[src/rtl/my_register_file.sv]
// my_register_file
//
// Multi-entry register file for the 4-bit CPU datapath. It holds NUM_REGS
// words of REGISTER_WIDTH bits. It has one write port, which applies an
// in-place operation (LOAD / INC / DEC / CLEAR) to one register per cycle,
// and two independent combinational read ports. Registered carry and zero
// flags describe the most recent accepted write.
//
// Ports:
//   clk_i       : clock, rising edge active
//   reset_i     : asynchronous, active-high reset
//   write_en_i  : apply op_i to register waddr_i at the next rising edge
//   waddr_i     : write/operate address (addresses >= NUM_REGS are ignored)
//   op_i        : 00 LOAD in_i, 01 INC, 10 DEC, 11 CLEAR
//   in_i        : load data
//   raddr_a_i   : read address, port A
//   raddr_b_i   : read address, port B
//   out_a_o     : read data, port A (0 for addresses >= NUM_REGS)
//   out_b_o     : read data, port B (0 for addresses >= NUM_REGS)
//   carry_o     : wrap/borrow flag from the last accepted write
//   zero_o      : 1 when the last accepted write produced 0
//
// Handshake: there is none. Every cycle with write_en_i=1 and an in-range
// waddr_i is a write that is accepted. Reads are pure combinational lookups.

module my_register_file #(
  parameter int                        REGISTER_WIDTH = 4,
  parameter int                        NUM_REGS       = 4,
  parameter int                        ADDR_WIDTH     = 2,
  parameter logic [REGISTER_WIDTH-1:0] RESET_VALUE    = '0,
  parameter bit                        BYPASS         = 1'b1
) (
  input  logic                      clk_i,
  input  logic                      reset_i,
  input  logic                      write_en_i,
  input  logic [ADDR_WIDTH-1:0]     waddr_i,
  input  logic [1:0]                op_i,
  input  logic [REGISTER_WIDTH-1:0] in_i,
  input  logic [ADDR_WIDTH-1:0]     raddr_a_i,
  input  logic [ADDR_WIDTH-1:0]     raddr_b_i,
  output logic [REGISTER_WIDTH-1:0] out_a_o,
  output logic [REGISTER_WIDTH-1:0] out_b_o,
  output logic                      carry_o,
  output logic                      zero_o
);

  localparam logic [1:0] OP_LOAD  = 2'b00;
  localparam logic [1:0] OP_INC   = 2'b01;
  localparam logic [1:0] OP_DEC   = 2'b10;
  localparam logic [1:0] OP_CLEAR = 2'b11;

  // One extra bit so that NUM_REGS itself is representable when it equals
  // 2**ADDR_WIDTH.
  localparam logic [ADDR_WIDTH:0] NUM_REGS_W = (ADDR_WIDTH+1)'(NUM_REGS);

  logic [REGISTER_WIDTH-1:0] regs [NUM_REGS];
  logic [REGISTER_WIDTH-1:0] cur;
  logic [REGISTER_WIDTH-1:0] nv;
  logic                      nv_carry;
  logic                      wr_ok;
  logic                      carry_q;
  logic                      zero_q;

  // Gate with reset so that the bypass path cannot show a next value while
  // the array is held at RESET_VALUE.
  assign wr_ok = write_en_i && !reset_i && ({1'b0, waddr_i} < NUM_REGS_W);

  // Current contents of the addressed register. The lookup is written as a
  // loop so that a non-power-of-two NUM_REGS never indexes past the array.
  always_comb begin
    cur = '0;
    for (int i = 0; i < NUM_REGS; i++) begin
      if (waddr_i == ADDR_WIDTH'(i)) cur = regs[i];
    end
  end

  // Next value and carry for the write-port operation.
  always_comb begin
    nv       = cur;
    nv_carry = 1'b0;
    case (op_i)
      OP_LOAD: begin
        nv       = in_i;
        nv_carry = 1'b0;
      end
      OP_INC: begin
        nv       = cur + REGISTER_WIDTH'(1);
        nv_carry = &cur;
      end
      OP_DEC: begin
        nv       = cur - REGISTER_WIDTH'(1);
        nv_carry = (cur == '0);
      end
      OP_CLEAR: begin
        nv       = '0;
        nv_carry = 1'b0;
      end
      default: begin
        nv       = cur;
        nv_carry = 1'b0;
      end
    endcase
  end

  // Storage and flags.
  always_ff @(posedge clk_i or posedge reset_i) begin
    if (reset_i) begin
      for (int i = 0; i < NUM_REGS; i++) regs[i] <= RESET_VALUE;
      carry_q <= 1'b0;
      zero_q  <= (RESET_VALUE == '0);
    end else if (wr_ok) begin
      for (int i = 0; i < NUM_REGS; i++) begin
        if (waddr_i == ADDR_WIDTH'(i)) regs[i] <= nv;
      end
      carry_q <= nv_carry;
      zero_q  <= (nv == '0);
    end
  end

  // Read ports. Out-of-range addresses fall through to 0. The bypass can only
  // match in-range addresses because wr_ok already requires one.
  always_comb begin
    out_a_o = '0;
    out_b_o = '0;
    for (int i = 0; i < NUM_REGS; i++) begin
      if (raddr_a_i == ADDR_WIDTH'(i)) out_a_o = regs[i];
      if (raddr_b_i == ADDR_WIDTH'(i)) out_b_o = regs[i];
    end
    if (BYPASS && wr_ok) begin
      if (raddr_a_i == waddr_i) out_a_o = nv;
      if (raddr_b_i == waddr_i) out_b_o = nv;
    end
  end

  assign carry_o = carry_q;
  assign zero_o  = zero_q;

endmodule

[config.mk]
export PLATFORM = sky130hd
export DESIGN_NAME = my_register_file
export DESIGN_NICKNAME = d
export VERILOG_FILES = /design/src/rtl/my_register_file.sv
export SDC_FILE = /design/constraint.sdc
export NUM_CORES = 1
export LEC_CHECK = 0
export CAP_MARGIN = 20
export CELL_PAD_IN_SITES_DETAIL_PLACEMENT = 2
export CELL_PAD_IN_SITES_GLOBAL_PLACEMENT = 2
export CORE_ASPECT_RATIO = 0.75
export CORE_MARGIN = 1
export CORE_UTILIZATION = 33
export CTS_BUF_LIST = sky130_fd_sc_hd__clkbuf_16
export CTS_CLUSTER_DIAMETER = 200
export DETAILED_ROUTE_END_ITERATION = 16
export PLACE_DENSITY_LB_ADDON = 0.15
export SETUP_SLACK_MARGIN = 0.1
export SYNTH_ARGS = -nofsm -noshare
export SYNTH_HDL_FRONTEND = slang
export SYNTH_SLANG_ARGS = --single-unit
[constraint.sdc]
create_clock -name clk_i -period 3.5 [get_ports clk_i]
set_input_delay 0.35 -clock clk_i [delete_from_list [all_inputs] [get_ports clk_i]]
set_output_delay 0.35 -clock clk_i [all_outputs]
set_load 0.02 [all_outputs]
; ---- Word level (Yosys, flattened, before mapping)
; Cells that the tools add are included.
[word_totals]
wordCells = 54
input_bits = 15
ff_bits = 18
[op_classes]
addsub = 2
muxes = 18
n_eq_ne = 14
reduce_logical = 14
[op_table]
columns = op, n
row1 = 4-bit two-way mux, 16
row2 = "2-bit == test, second input constant", 8
row3 = 4-bit case mux with 4 select lines, 1
row4 = "2-bit by 1-bit == test with 1-bit output, second input constant", 4
row5 = 2-bit logical NOT, 4
row6 = 4-bit logical NOT, 2
row7 = 2-bit AND reduction, 4
row8 = "4-bit by 1-bit adder with 4-bit output, second input constant", 1
row9 = 2-bit == test, 2
row10 = 4-bit AND reduction, 1
row11 = "4-bit by 1-bit subtractor with 4-bit output, second input constant", 1
row12 = 1-bit case mux with 3 select lines, 1
row13 = 2-bit OR reduction, 1
row14 = 1-bit logical AND, 1
row15 = 1-bit logical NOT, 1

; ---- Depth between registers and ports, before layout
; Gate-level depths: netlist (run 1).
[depth]
depth_word = 9
ltp_mapped = 8
ltp_nobuf = 8

; ---- Worst setup path after synthesis (run 1)
; Ideal clock, no wire load.
[synth_timing]
path_type = in2out
startpoint = input waddr_i[1]
endpoint = output out_a_o[3]
setup_slack_ns = 0.434
n_path_buf = 1
arrival_time_ns = 2.716
stages = 8
cell_sequence = buf_2 mux4_2 ha_1 nand2_1 nor3b_1 o31a_1 nor2_2 o31ai_1
[synth_between]
elab_chain_len = 9
[synth_lines]
columns = item, line_no
row1 = "start, declared", 36  ; input logic [ADDR_WIDTH-1:0] waddr_i,
row2 = 2-bit logical NOT, 73  ; if (waddr_i == ADDR_WIDTH'(i)) cur = regs[i];
row3 = 4-bit two-way mux (4 in series), 73
row4 = 4-bit by 1-bit subtractor with 4-bit output or 4-bit by 1-bit adder with 4-bit output (tied branches), "91, 87"
row5 = 4-bit case mux with 4 select lines, 81  ; case (op_i)
row6 = 4-bit two-way mux *, 130  ; if (raddr_a_i == waddr_i) out_a_o = nv;
row7 = 4-bit two-way mux *, 129  ; if (BYPASS && wr_ok) begin
row8 = "end, declared", 41  ; output logic [REGISTER_WIDTH-1:0] out_a_o,
; Mark *: on every way between the ends. The rest lies on a longest branch, timed or not.

; ---- Worst setup path in the final report (run 1)
[layout_timing]
startpoint = input waddr_i[0]
endpoint = output out_a_o[1]
; The elaborated chain is that of the path after synthesis.

==> out/results.tsv, run 1 <==
stage	metric	value	unit
status	status	completed	
global_route	initial antenna violation count	0	
yosys	largest cells by area after synthesis	dfrtp_1 (30%), mux4_2 (18%), nand2_1 (4.8%)	
sta	crit path time final	3300	ps
yosys	library cells used by synthesis	37	
yosys	area leader, netlist	dfrtp_1	
sta	clock skew	4.44	ps
setup_path	CP Capture Type	output pin	
yosys	Post-synth EDFFs	0	
setup_path	CP required	3150	ps
drt	drt wl/cell	21.9	um
drt	Post-Route WL	5210	um
die	Core ar.	0.00405	mm2
drt	first-pass iteration count of the detailed router	4	
power_and_ir_drop	Lkg Pwr	0.802	nW
yosys	top-area cell type share of the netlist area	0.304	
die	Die Span Y	58.4	um
clock_network	clock-pin slew on the worst setup and hold paths	60	ps
yosys	synthesized cell area	0.00140	mm2
sta	worst hold slack	455	ps
setup_path	Critical Path AT	2950	ps
sta	Final Cycle Share	0.944	
finish	nets	205	
finish	area grow syn2layout	37.5	%
sta	PnR worst setup slack	196	ps
clock_network	Inserted Clock Buffers	3	
yosys	Yosys reg bits	18	
global_route	grt total ovfl	0	
sta	Final setup viols	0	
yosys	register area share after synthesis	0.323	
sta	Slew Limit Fails	0	
clock_network	root buf cell	clkbuf_16	
min_path	type of the worst min-delay path	primary input to async pin	
job	Max-Cap Viols	0	
finish	non-filler cells in the finished layout	238	
die	io pins	25	
place	DP HPWL	4070	um
global_route	global-route met3 utilization	0.0465	
drt	Initial DRC Count	31	
global_route	pin count of the biggest net entering global routing	20	
place	Place WS	-371	ps
clock_network	clock sink count	18	
yosys	Synth Net Count	159	
place	Cells after DPL	234	
setup_path	Startpoint Class	primary input	
sta	Worst-Margin Slew	840	ps
global_route	busiest grt layer	met2	
place	number of port buffers	24	
global_route	number of global-route vias before repair	1541	
drt	Antenna Nets Post-Route	0	
clock_network	H-tree depth	1	
yosys	yosys warns	0	
place	Placement Cell Area	0.00184	mm2
yosys	Synth top cells by count	nand2_1 (18), dfrtp_1 (17), nor2_1 (13)	
sta	unrepaired setup endpoints after global routing	true	
yosys	Syn Inst Count	138	
drt	Vias/cell	5.65	
sta	FMAX	303	MHz
sta	Hold Vio Cnt, Final	0	
yosys	syn_area_per_cell	10.1	um2
clock_network	clk buf depth	2	
global_route	met1 usage	0.315	
setup_path	Crit Path Category	primary input to output pin	
global_route	M2 GR Usage	0.444	
die	Die W	77.2	um
clock_network	Post CTS Setup Buffer Count	0	
global_route	first-pass GRT wire length	8290	um
yosys	Primary FF master, synth	dfrtp_1	
power_and_ir_drop	VDD IR max	0.000209	V
place	gpl congestion	0.807	
setup_path	Worst Path Max Fanout	6	
sta	Max-Slew Margin vs Limit	0.438	
die	initial core utilization	0.345	
yosys	asr flop ratio synth	1.00	
power_and_ir_drop	Power Density	582	mW/mm2
clock_network	worst skew pair latency	260	ps
clock_network	CTS tree	yes	
drt	DRC violations left	0	
yosys	most common cell in the netlist	nand2_1	
finish	final instance area	0.00192	mm2
die	row count	20	
global_route	gr usage total	0.251	
die	die footprint	0.00451	mm2
finish	diode count	0	
finish	layout cell share with drive strength beyond 1	0.251	
drt	vias	1344	
==> kinds of logic after synthesis <==
| group | after synthesis | synth area share |
|---|---|---|
| fa+ha+maj | 6 | 0.0590 |
| simple gates | 47 | 0.170 |
| mux | 17 | 0.221 |
| buf+inv | 8 | 0.0250 |
| flops | 18 | 0.323 |
| compound gates | 36 | 0.159 |
| xor+xnor | 6 | 0.0429 |
==> layout make-up <==
class / count / area, um2
Tap cell: 55 / 68.8
Multi-Input combinational cell: 112 / 933
Fill cell: 450 / 2130
Clock inverter: 1 / 3.75
Sequential cell: 18 / 452
Clock buffer: 3 / 75.1
Timing Repair Buffer: 43 / 368
Inverter: 6 / 22.5
==> state kept, by name (all words and copies together), names as in the netlist <==
register and flops:
carry_o 1, zero_o 1, regs 16
==> final timing paths <==
path,from,endpoint,slack [ps],cells past startpoint
min in group clk_i,carry_o$_DFFE_PP0P_,carry_o$_DFFE_PP0P_,480,2
max in group asynchronous,reset_i,zero_o$_DFFE_PP1P_,2780,3
setup reg to reg,regs[1]$_DFFE_PP0P_,zero_o$_DFFE_PP1P_,1050,8
setup / recovery,waddr_i[0],out_a_o[1],200,8
hold / removal,reset_i,carry_o$_DFFE_PP0P_,450,3
hold reg to reg,carry_o$_DFFE_PP0P_,carry_o$_DFFE_PP0P_,480,2
==> worst max-delay path: stages <==
cell and delay (ps):
clkdlybuf4s50_1 540, buf_4 210, mux2i_1 120, mux2_2 320, fa_1 550, a2bb2oi_1 310
o21ai_0 190, dlygate4sd2_1 360
==> power breakdown <==
group | total (mW) | internal (mW) | switching [mW]
logic | 0.553 | 0.271 | 0.282
clock network | 0.239 | 0.152 | 0.0870
registers | 0.327 | 0.266 | 0.0610
==> layout by cell type (no fill, tap or decap), drive strengths merged <==
cell	n
a21o	1
a21oi	12
a22oi	2
a2bb2oi	1
a31oi	1
a32o	1
and2	1
and4	1
buf	19
clkbuf	6
clkdlybuf4s15	1
clkdlybuf4s50	17
clkinv	1
dfrtp	17
dfstp	1
dlygate4sd2	2
dlymetal6s2s	1
fa	1
ha	5
inv	6
mux2	1
mux2i	5
mux4	11
nand2	18
nand2b	1
nand3	3
nor2	14
nor2b	2
nor3	2
nor3b	2
nor4	2
nor4b	1
o21ai	14
o31a	1
o31ai	3
xnor2	6
==> routing by layer <==
layer	wire, um	vias up
li1	-	602
met1	2400	700
met2	2520	29
met3	161	13
met4	129	0
met5	0	-
==> timing repair <==
action                     in CTS  in global routing
hold buffers                    0                  0
gates resized for setup         8                 13
setup endpoints to repair       6                  6
==> per-stage QoR <==
stage          utilization  power [mW]  TNS (ps)
6_report             0.474        1.12         0
5_1_grt              0.474        1.18         0
4_1_cts              0.473        1.12     -30.6
3_5_place_dp         0.453       0.884     -1280
3_3_place_gp         0.453       0.850      -592
2_1_floorplan            -       0.630         0
Power figures use the tool's default switching activity.
==> run 2, diff against run 1 <==
--- a/config.mk
+++ b/config.mk
@@ -11,7 +11,6 @@
 export CORE_ASPECT_RATIO = 0.75
 export CORE_MARGIN = 1
 export CORE_UTILIZATION = 33
-export CTS_BUF_LIST = sky130_fd_sc_hd__clkbuf_16
 export CTS_CLUSTER_DIAMETER = 200
 export DETAILED_ROUTE_END_ITERATION = 16
 export PLACE_DENSITY_LB_ADDON = 0.15
==> run 2 against run 1 <==
Non-clock buffer count unchanged. Sequential share of layout area increased by 0.15 points. Global-route usage decreased by 0.87 points. Core utilization decreased by 0.31 points. Sequential power about the same. Via count about the same. Power decreased by 5.2%. Fmax increased by 0.46%. Clock power decreased by 25%. Hold slack got worse by 7.2 ps. Clock skew increased by 3.5 ps. Sequential cell count unchanged. Critical endpoint unchanged. Largest cell class unchanged.
==> out/results.tsv, run 2 (synthesis gave the netlist of run 1 again) <==
stage	metric	value	unit	change
status	status	completed		unchanged
place	DP HPWL	4070	um	unchanged
global_route	gr usage total	0.242		was 0.251
sta	clock skew	7.92	ps	was 4.44 ps
die	row count	20		unchanged
finish	Most flops, register	regs		unchanged
sta	Max-Slew Margin vs Limit	0.404		was 0.438
sta	FMAX	304	MHz	was 303 MHz
die	Die W	77.2	um	unchanged
drt	first-pass iteration count of the detailed router	4		unchanged
sta	crit path time final	3290	ps	was 3300 ps
clock_network	H-tree depth	1		unchanged
clock_network	hold buffer count at cts	0		unchanged
setup_path	Worst Path Max Fanout	6		unchanged
finish	diode count	0		unchanged
global_route	pin count of the biggest net entering global routing	20		unchanged
drt	Antenna Nets Post-Route	0		unchanged
drt	Vias/cell	5.65		about the same
finish	layout cell share with drive strength beyond 1	0.262		was 0.251
setup_path	CP required	3150	ps	about the same
min_path	type of the worst min-delay path	primary input to async pin		unchanged
job	Max-Cap Viols	0		unchanged
place	gpl congestion	0.807		unchanged
clock_network	clk buf depth	2		unchanged
drt	DRC violations left	0		unchanged
power_and_ir_drop	Power Density	556	mW/mm2	was 582 mW/mm2
die	die footprint	0.00451	mm2	unchanged
finish	commonest non-fill, non-tap cell in the layout	buf_4		unchanged
setup_path	Startpoint Class	primary input		unchanged
finish	area grow syn2layout	36.6	%	was 37.5%
clock_network	clock-pin slew on the worst setup and hold paths	80	ps	was 60 ps
sta	Fin Setup TNS	0	ps	unchanged
die	initial core utilization	0.345		unchanged
sta	Worst-Margin Slew	890	ps	was 840 ps
setup_path	worst-path cell chain	clkdlybuf4s50_1 > buf_4 > mux2i_1 > mux2_2 > fa_1 > a2bb2oi_2 > o21ai_0 > dlygate4sd2_1		was clkdlybuf4s50_1 > buf_4 > mux2i_1 > mux2_2 > fa_1 > a2bb2oi_1 > o21ai_0 > dlygate4sd2_1
sta	Final Cycle Share	0.940		was 0.944
drt	vias	1345		was 1344
setup_path	CP Capture Type	output pin		unchanged
sta	Final setup viols	0		unchanged
clock_network	Inserted Clock Buffers	3		unchanged
setup_path	Crit Path Category	primary input to output pin		unchanged
clock_network	Post CTS Setup Buffer Count	0		unchanged
sta	Hold Vio Cnt, Final	0		unchanged
drt	Post-Route WL	5090	um	was 5210 um
die	Core ar.	0.00405	mm2	unchanged
sta	worst hold slack	448	ps	was 455 ps
die	io pins	25		unchanged
drt	drt wl/cell	21.4	um	was 21.9 um
sta	Slew Limit Fails	0		unchanged
clock_network	CTS tree	yes		unchanged
drt	Initial DRC Count	36		was 31
clock_network	worst skew pair latency	260	ps	about the same
finish	most frequent cells in the layout	buf_4 (19), nand2_1 (18), dfrtp_1 (17), clkdlybuf4s50_1 (17), nor2_1 (13)		unchanged
finish	nets	205		unchanged
die	Die Span Y	58.4	um	unchanged
power_and_ir_drop	VDD IR max	0.000222	V	was 0.000209 V
setup_path	Critical Path AT	2940	ps	was 2950 ps
sta	unrepaired setup endpoints after global routing	false		was true
setup_path	Slowest cell on crit path	clkdlybuf4s50_1		was fa_1
global_route	initial antenna violation count	0		unchanged
global_route	number of global-route vias before repair	1527		was 1541
finish	Largest register FFs	16		unchanged
global_route	grt total ovfl	0		unchanged
clock_network	root buf cell	clkbuf_8		was clkbuf_16
setup_path	slowest stage delay, CP	540	ps	was 550 ps
clock_network	clock sink count	18		unchanged
power_and_ir_drop	Lkg Pwr	0.793	nW	was 0.802 nW
place	number of port buffers	24		unchanged
global_route	first-pass GRT wire length	8080	um	was 8290 um
-- run 2: worst max-delay path, delay by kind of cell --
family / cells / cell delay, ps
adders and majority gates: 1 / 410
buffers and inverters: 3 / 1130
AOI/OAI and AO/OA: 2 / 500
muxes: 2 / 540
-- run 2: final timing paths --
path	start	end	slack (ps)	cells after the start
max in group asynchronous	reset_i	zero_o$_DFFE_PP1P_	2790	3
min in group clk_i	carry_o$_DFFE_PP0P_	carry_o$_DFFE_PP0P_	490	2
hold / removal	reset_i	carry_o$_DFFE_PP0P_	450	3
setup / recovery	waddr_i[0]	out_a_o[1]	210	8
hold reg to reg	carry_o$_DFFE_PP0P_	carry_o$_DFFE_PP0P_	490	2
setup reg to reg	regs[1]$_DFFE_PP0P_	zero_o$_DFFE_PP1P_	1040	8
-- run 2: layout make-up --
cell class / count / area, um2
Inverter: 6 / 22.5
Tap cell: 55 / 68.8
Fill cell: 443 / 2140
Timing Repair Buffer: 43 / 373
Clock buffer: 4 / 55.1
Multi-Input combinational cell: 112 / 940
Sequential cell: 18 / 452
-- run 2: report_power, final --
group | leakage, nW | switching, mW | internal (mW)
clock network | 0.0288 | 0.0789 | 0.100
logic | 0.546 | 0.279 | 0.277
registers | 0.218 | 0.0609 | 0.266
total | 0.793 | 0.418 | 0.643
-- run 2: per-stage QoR --
step                power, mW  worst slack [ps]  utilization  cell area, um2  instances
finish                   1.06               211        0.471            1910        238
floorplan               0.630               434            -            1400        138
global placement        0.850              -190        0.453            1840        234
detailed placement      0.884              -371        0.453            1840        234
global route             1.13               122        0.471            1910        238
CTS                      1.06              24.8        0.468            1900        238
-- run 2: repair_timing --
action	in CTS	in global routing
setup endpoints to repair	6	6
resized for setup	11	10
gates cloned	0	0
-- run 2: layer usage --
metal / vias to the layer above / GRT usage / routed length (um) / part of all wire
met2: 32 / 0.425 / 2520 / 0.49
met1: 703 / 0.311 / 2270 / 0.45
met3: 10 / 0.0434 / 223 / 0.044
li1: 600 / - / - / -
met4: 0 / 0.0701 / 83 / 0.016
met5: - / 0 / 0 / 0
==> run 3, diff against run 2 <==
--- a/config.mk
+++ b/config.mk
@@ -5,12 +5,12 @@
 export SDC_FILE = /design/constraint.sdc
 export NUM_CORES = 1
 export LEC_CHECK = 0
+export ABC_AREA = 1
 export CAP_MARGIN = 20
 export CELL_PAD_IN_SITES_DETAIL_PLACEMENT = 2
 export CELL_PAD_IN_SITES_GLOBAL_PLACEMENT = 2
 export CORE_ASPECT_RATIO = 0.75
-export CORE_MARGIN = 1
-export CORE_UTILIZATION = 33
+export CORE_UTILIZATION = 29
 export CTS_CLUSTER_DIAMETER = 200
 export DETAILED_ROUTE_END_ITERATION = 16
 export PLACE_DENSITY_LB_ADDON = 0.15
==> run 3 against run 2 <==
Clock power is essentially flat. Synthesized area is 13% higher. Hold slack got worse by 5.5 ps. Register-to-register slack gained 240 ps. Global-route usage is 1.8 points lower. Synthesized cell count rose by 73%. Critical endpoint is now out_b_o[2].
==> out/results.tsv, run 3 <==
stage	metric	value	unit	change
status	status	completed		unchanged
finish	layout cell share with drive strength beyond 1	0.151		was 0.262
yosys	Syn Inst Count	239		was 138
die	row count	22		was 20
yosys	top-area cell type share of the netlist area	0.268		was 0.304
die	Die W	87.4	um	was 77.2 um
yosys	mux contribution to synthesized area	0		was 0.221
place	gpl congestion	0.815		was 0.807
sta	Slew Limit Fails	0		unchanged
drt	first-pass iteration count of the detailed router	7		was 4
sta	Hold Vio Cnt, Final	0		unchanged
drt	Vias/cell	4.92		was 5.65
power_and_ir_drop	Power Density	434	mW/mm2	was 556 mW/mm2
yosys	Primary FF master, synth	dfrtp_1		unchanged
power_and_ir_drop	Psw	370	uW	was 418 uW
yosys	largest family of logic cells by synthesized area	simple AND/OR/NAND/NOR gates		was multiplexers
place	number of port buffers	24		unchanged
setup_path	R2R cell count	12		was 8
sta	crit path time final	3240	ps	was 3290 ps
global_route	first-pass GRT wire length	9430	um	was 8080 um
setup_path	Worst Path Max Fanout	11		was 6
yosys	library cells used by synthesis	33		was 37
finish	Largest register FFs	16		unchanged
clock_network	CTS tree	yes		unchanged
finish	most frequent cells in the layout	nand2_1 (64), inv_1 (40), nor2_1 (20)		was buf_4 (19), nand2_1 (18), dfrtp_1 (17), clkdlybuf4s50_1 (17), nor2_1 (13)
sta	clock skew	1.76	ps	was 7.92 ps
setup_path	Crit Path Category	primary input to output pin		unchanged
global_route	grt total ovfl	0		unchanged
yosys	largest cells by area after synthesis	dfrtp_1 (27%), nand2_1 (15%), inv_1 (9.5%)		was dfrtp_1 (30%), mux4_2 (18%), nand2_1 (4.8%)
power_and_ir_drop	sequential group share of total power	0.360		was 0.308
yosys	adder-cell area share of the yosys netlist	0.0521		was 0.0590
power_and_ir_drop	combinational share of power	0.438		was 0.523
power_and_ir_drop	P_int	504	uW	was 643 uW
finish	final instance area	0.00201	mm2	was 0.00191 mm2
setup_path	Startpoint Class	primary input		unchanged
yosys	area leader, netlist	dfrtp_1		unchanged
yosys	yosys warns	0		unchanged
yosys	synthesized cell area	0.00159	mm2	was 0.00140 mm2
clock_network	clock-pin slew on the worst setup and hold paths	70	ps	was 80 ps
finish	non-filler cells in the finished layout	344		was 238
setup_path	Critical Path AT	2890	ps	was 2940 ps
drt	Initial DRC Count	75		was 36
clock_network	H-tree depth	1		unchanged
finish	nets	294		was 205
yosys	Post-synth EDFFs	0		unchanged
clock_network	clock sink count	18		unchanged
global_route	number of global-route vias before repair	1752		was 1527
yosys	area share of and/or/nand/nor cells after synthesis	0.369		was 0.170
die	Die Span Y	66.0	um	was 58.4 um
sta	PnR worst setup slack	255	ps	was 211 ps
power_and_ir_drop	total power	874	uW	was 1.06 mW
drt	Post-Route WL	5970	um	was 5090 um
clock_network	root buf cell	clkbuf_8		unchanged
yosys	most common cell in the netlist	nand2_1		unchanged
yosys	syn_area_per_cell	6.63	um2	was 10.1 um2
min_path	type of the worst min-delay path	primary input to async pin		unchanged
yosys	Synth Net Count	260		was 159
place	Cells after DPL	340		was 234
setup_path	CP required	3150	ps	about the same
finish	commonest non-fill, non-tap cell in the layout	nand2_1		was buf_4
global_route	pin count of the biggest net entering global routing	19		was 20
finish	diode count	0		unchanged
power_and_ir_drop	Clk pwr share	0.202		was 0.169
setup_path	r2r setup slk	1280	ps	was 1040 ps
finish	area grow syn2layout	26.8	%	was 36.6%
setup_path	Worst Setup EP	out_b_o[2]		was out_a_o[1]
yosys	asr flop ratio synth	1.00		unchanged
yosys	Synth top cells by count	nand2_1 (64), inv_1 (40), nor2_1 (21)		was nand2_1 (18), dfrtp_1 (17), nor2_1 (13)
drt	drt wl/cell	17.3	um	was 21.4 um
power_and_ir_drop	Lkg Pwr	1.04	nW	was 0.793 nW
setup_path	reg2reg end	zero_o$_DFFE_PP1P_		unchanged
drt	DRC violations left	0		unchanged
clock_network	hold buffer count at cts	0		unchanged
setup_path	Crit. Startpoint	waddr_i[1]		was waddr_i[0]
setup_path	CP Capture Type	output pin		unchanged
die	initial core utilization	0.313		was 0.345
clock_network	clk buf depth	2		unchanged
drt	vias	1693		was 1345
clock_network	worst skew pair latency	260	ps	about the same
yosys	Synth Area in Compound Gates	0.161		was 0.159
die	io pins	25		unchanged
sta	Worst-Margin Slew	426	ps	was 890 ps
die	die footprint	0.00577	mm2	was 0.00451 mm2
clock_network	Inserted Clock Buffers	3		unchanged
global_route	gr usage total	0.224		was 0.242
setup_path	RR Startpoint	regs[9]$_DFFE_PP0P_		was regs[1]$_DFFE_PP0P_
die	Core ar.	0.00506	mm2	was 0.00405 mm2
finish	Fill cells	635		was 443
sta	unrepaired setup endpoints after global routing	false		unchanged
sta	FMAX	308	MHz	was 304 MHz
place	Placement Cell Area	0.00196	mm2	was 0.00184 mm2
drt	Antenna Nets Post-Route	0		unchanged
yosys	Yosys reg bits	18		unchanged
power_and_ir_drop	net switching share of the total power	0.424		was 0.394
place	DP HPWL	4960	um	was 4070 um
power_and_ir_drop	VDD IR max	0.000194	V	was 0.000222 V
sta	Final setup viols	0		unchanged
sta	Max-Slew Margin vs Limit	0.715		was 0.404
clock_network	Post CTS Setup Buffer Count	0		unchanged
global_route	initial antenna violation count	0		unchanged
sta	Final Cycle Share	0.927		was 0.940
yosys	register area share after synthesis	0.285		was 0.323
yosys	Synth Area in XOR/XNOR	0.0110		was 0.0429
place	Place WS	-74.6	ps	was -371 ps
job	Max-Cap Viols	0		unchanged
finish	Most flops, register	regs		unchanged
run 3: cell types whose count changed after synthesis, sizes merged, moves of 9 or more:
cell,before,now
nand2,18,75
inv,6,43
nand3,3,19
mux4,11,0
nor2,14,23
o21ai,14,23
run 3: how the worst min path moves through the flow:
stage	endpoint	slack (ps)	from	depth (start not counted)
global route	regs[14]$_DFFE_PP0P_	520	reset_i	3
detailed placement	zero_o$_DFFE_PP1P_	470	zero_o$_DFFE_PP1P_	2
global placement	zero_o$_DFFE_PP1P_	470	zero_o$_DFFE_PP1P_	2
CTS	regs[14]$_DFFE_PP0P_	460	reset_i	3
floorplan	carry_o$_DFFE_PP0P_	300	reset_i	1
finish	regs[7]$_DFFE_PP0P_	440	reset_i	3
run 3: cell families after synthesis:
| group | Yosys count |
|---|---|
| AOI/OAI and AO/OA | 45 |
| xor gates and xnor gates | 2 |
| adders and majority gates | 6 |
| DFF | 18 |
| buffers and inverters | 47 |
| and+or+nand+nor | 121 |
run 3: power groups by stage:
stage | Sequential, mW | Combinational [mW] | Clock (mW)
2_1_floorplan | 0.294 | 0.240 | 0
3_3_place_gp | 0.314 | 0.381 | 0
3_5_place_dp | 0.316 | 0.392 | 0
4_1_cts | 0.313 | 0.386 | 0.182
5_1_grt | 0.320 | 0.424 | 0.187
6_report | 0.314 | 0.382 | 0.177
run 3: layer usage:
metal	share of wire	track usage	vias up
met2	0.42	0.348	48
met5	0	0	-
met4	0.0077	0.0369	0
met1	0.50	0.340	816
li1	-	-	823
met3	0.070	0.0175	6
run 3: final cells by class:
type / count / area, um2 / area share
Tap cell: 72 / 90.1 / 0.0448
Clock buffer: 4 / 55.1 / 0.0274
Inverter: 43 / 161 / 0.0803
Sequential cell: 18 / 452 / 0.225
Multi-Input combinational cell: 174 / 947 / 0.471
Timing Repair Buffer: 33 / 305 / 0.152
run 3: critical path, cell delays in order:
cell and delay (ps):
clkdlybuf4s50_1 510, buf_12 150, nor2_4 60, inv_1 90, o22ai_1 70, or2_4 260
fa_1 420, a21oi_1 150, o21ai_0 110, nand2_1 180, nor2_1 80, a21oi_1 110
dlygate4sd2_1 350
run 3: timing repair:
item                       in CTS  in global routing
pin swaps                       0                  0
gates cloned                    0                  0
resized for setup               6                  6
setup endpoints to repair       6                  4
run 3: per-stage QoR:
stage               TNS (ps)  hold slack (ps)  utilization
finish                     0              442        0.397
global route               0              517        0.397
detailed placement      -212              467        0.388
floorplan                  0              296            -
global placement       -26.0              466        0.388
CTS                        0              459        0.397
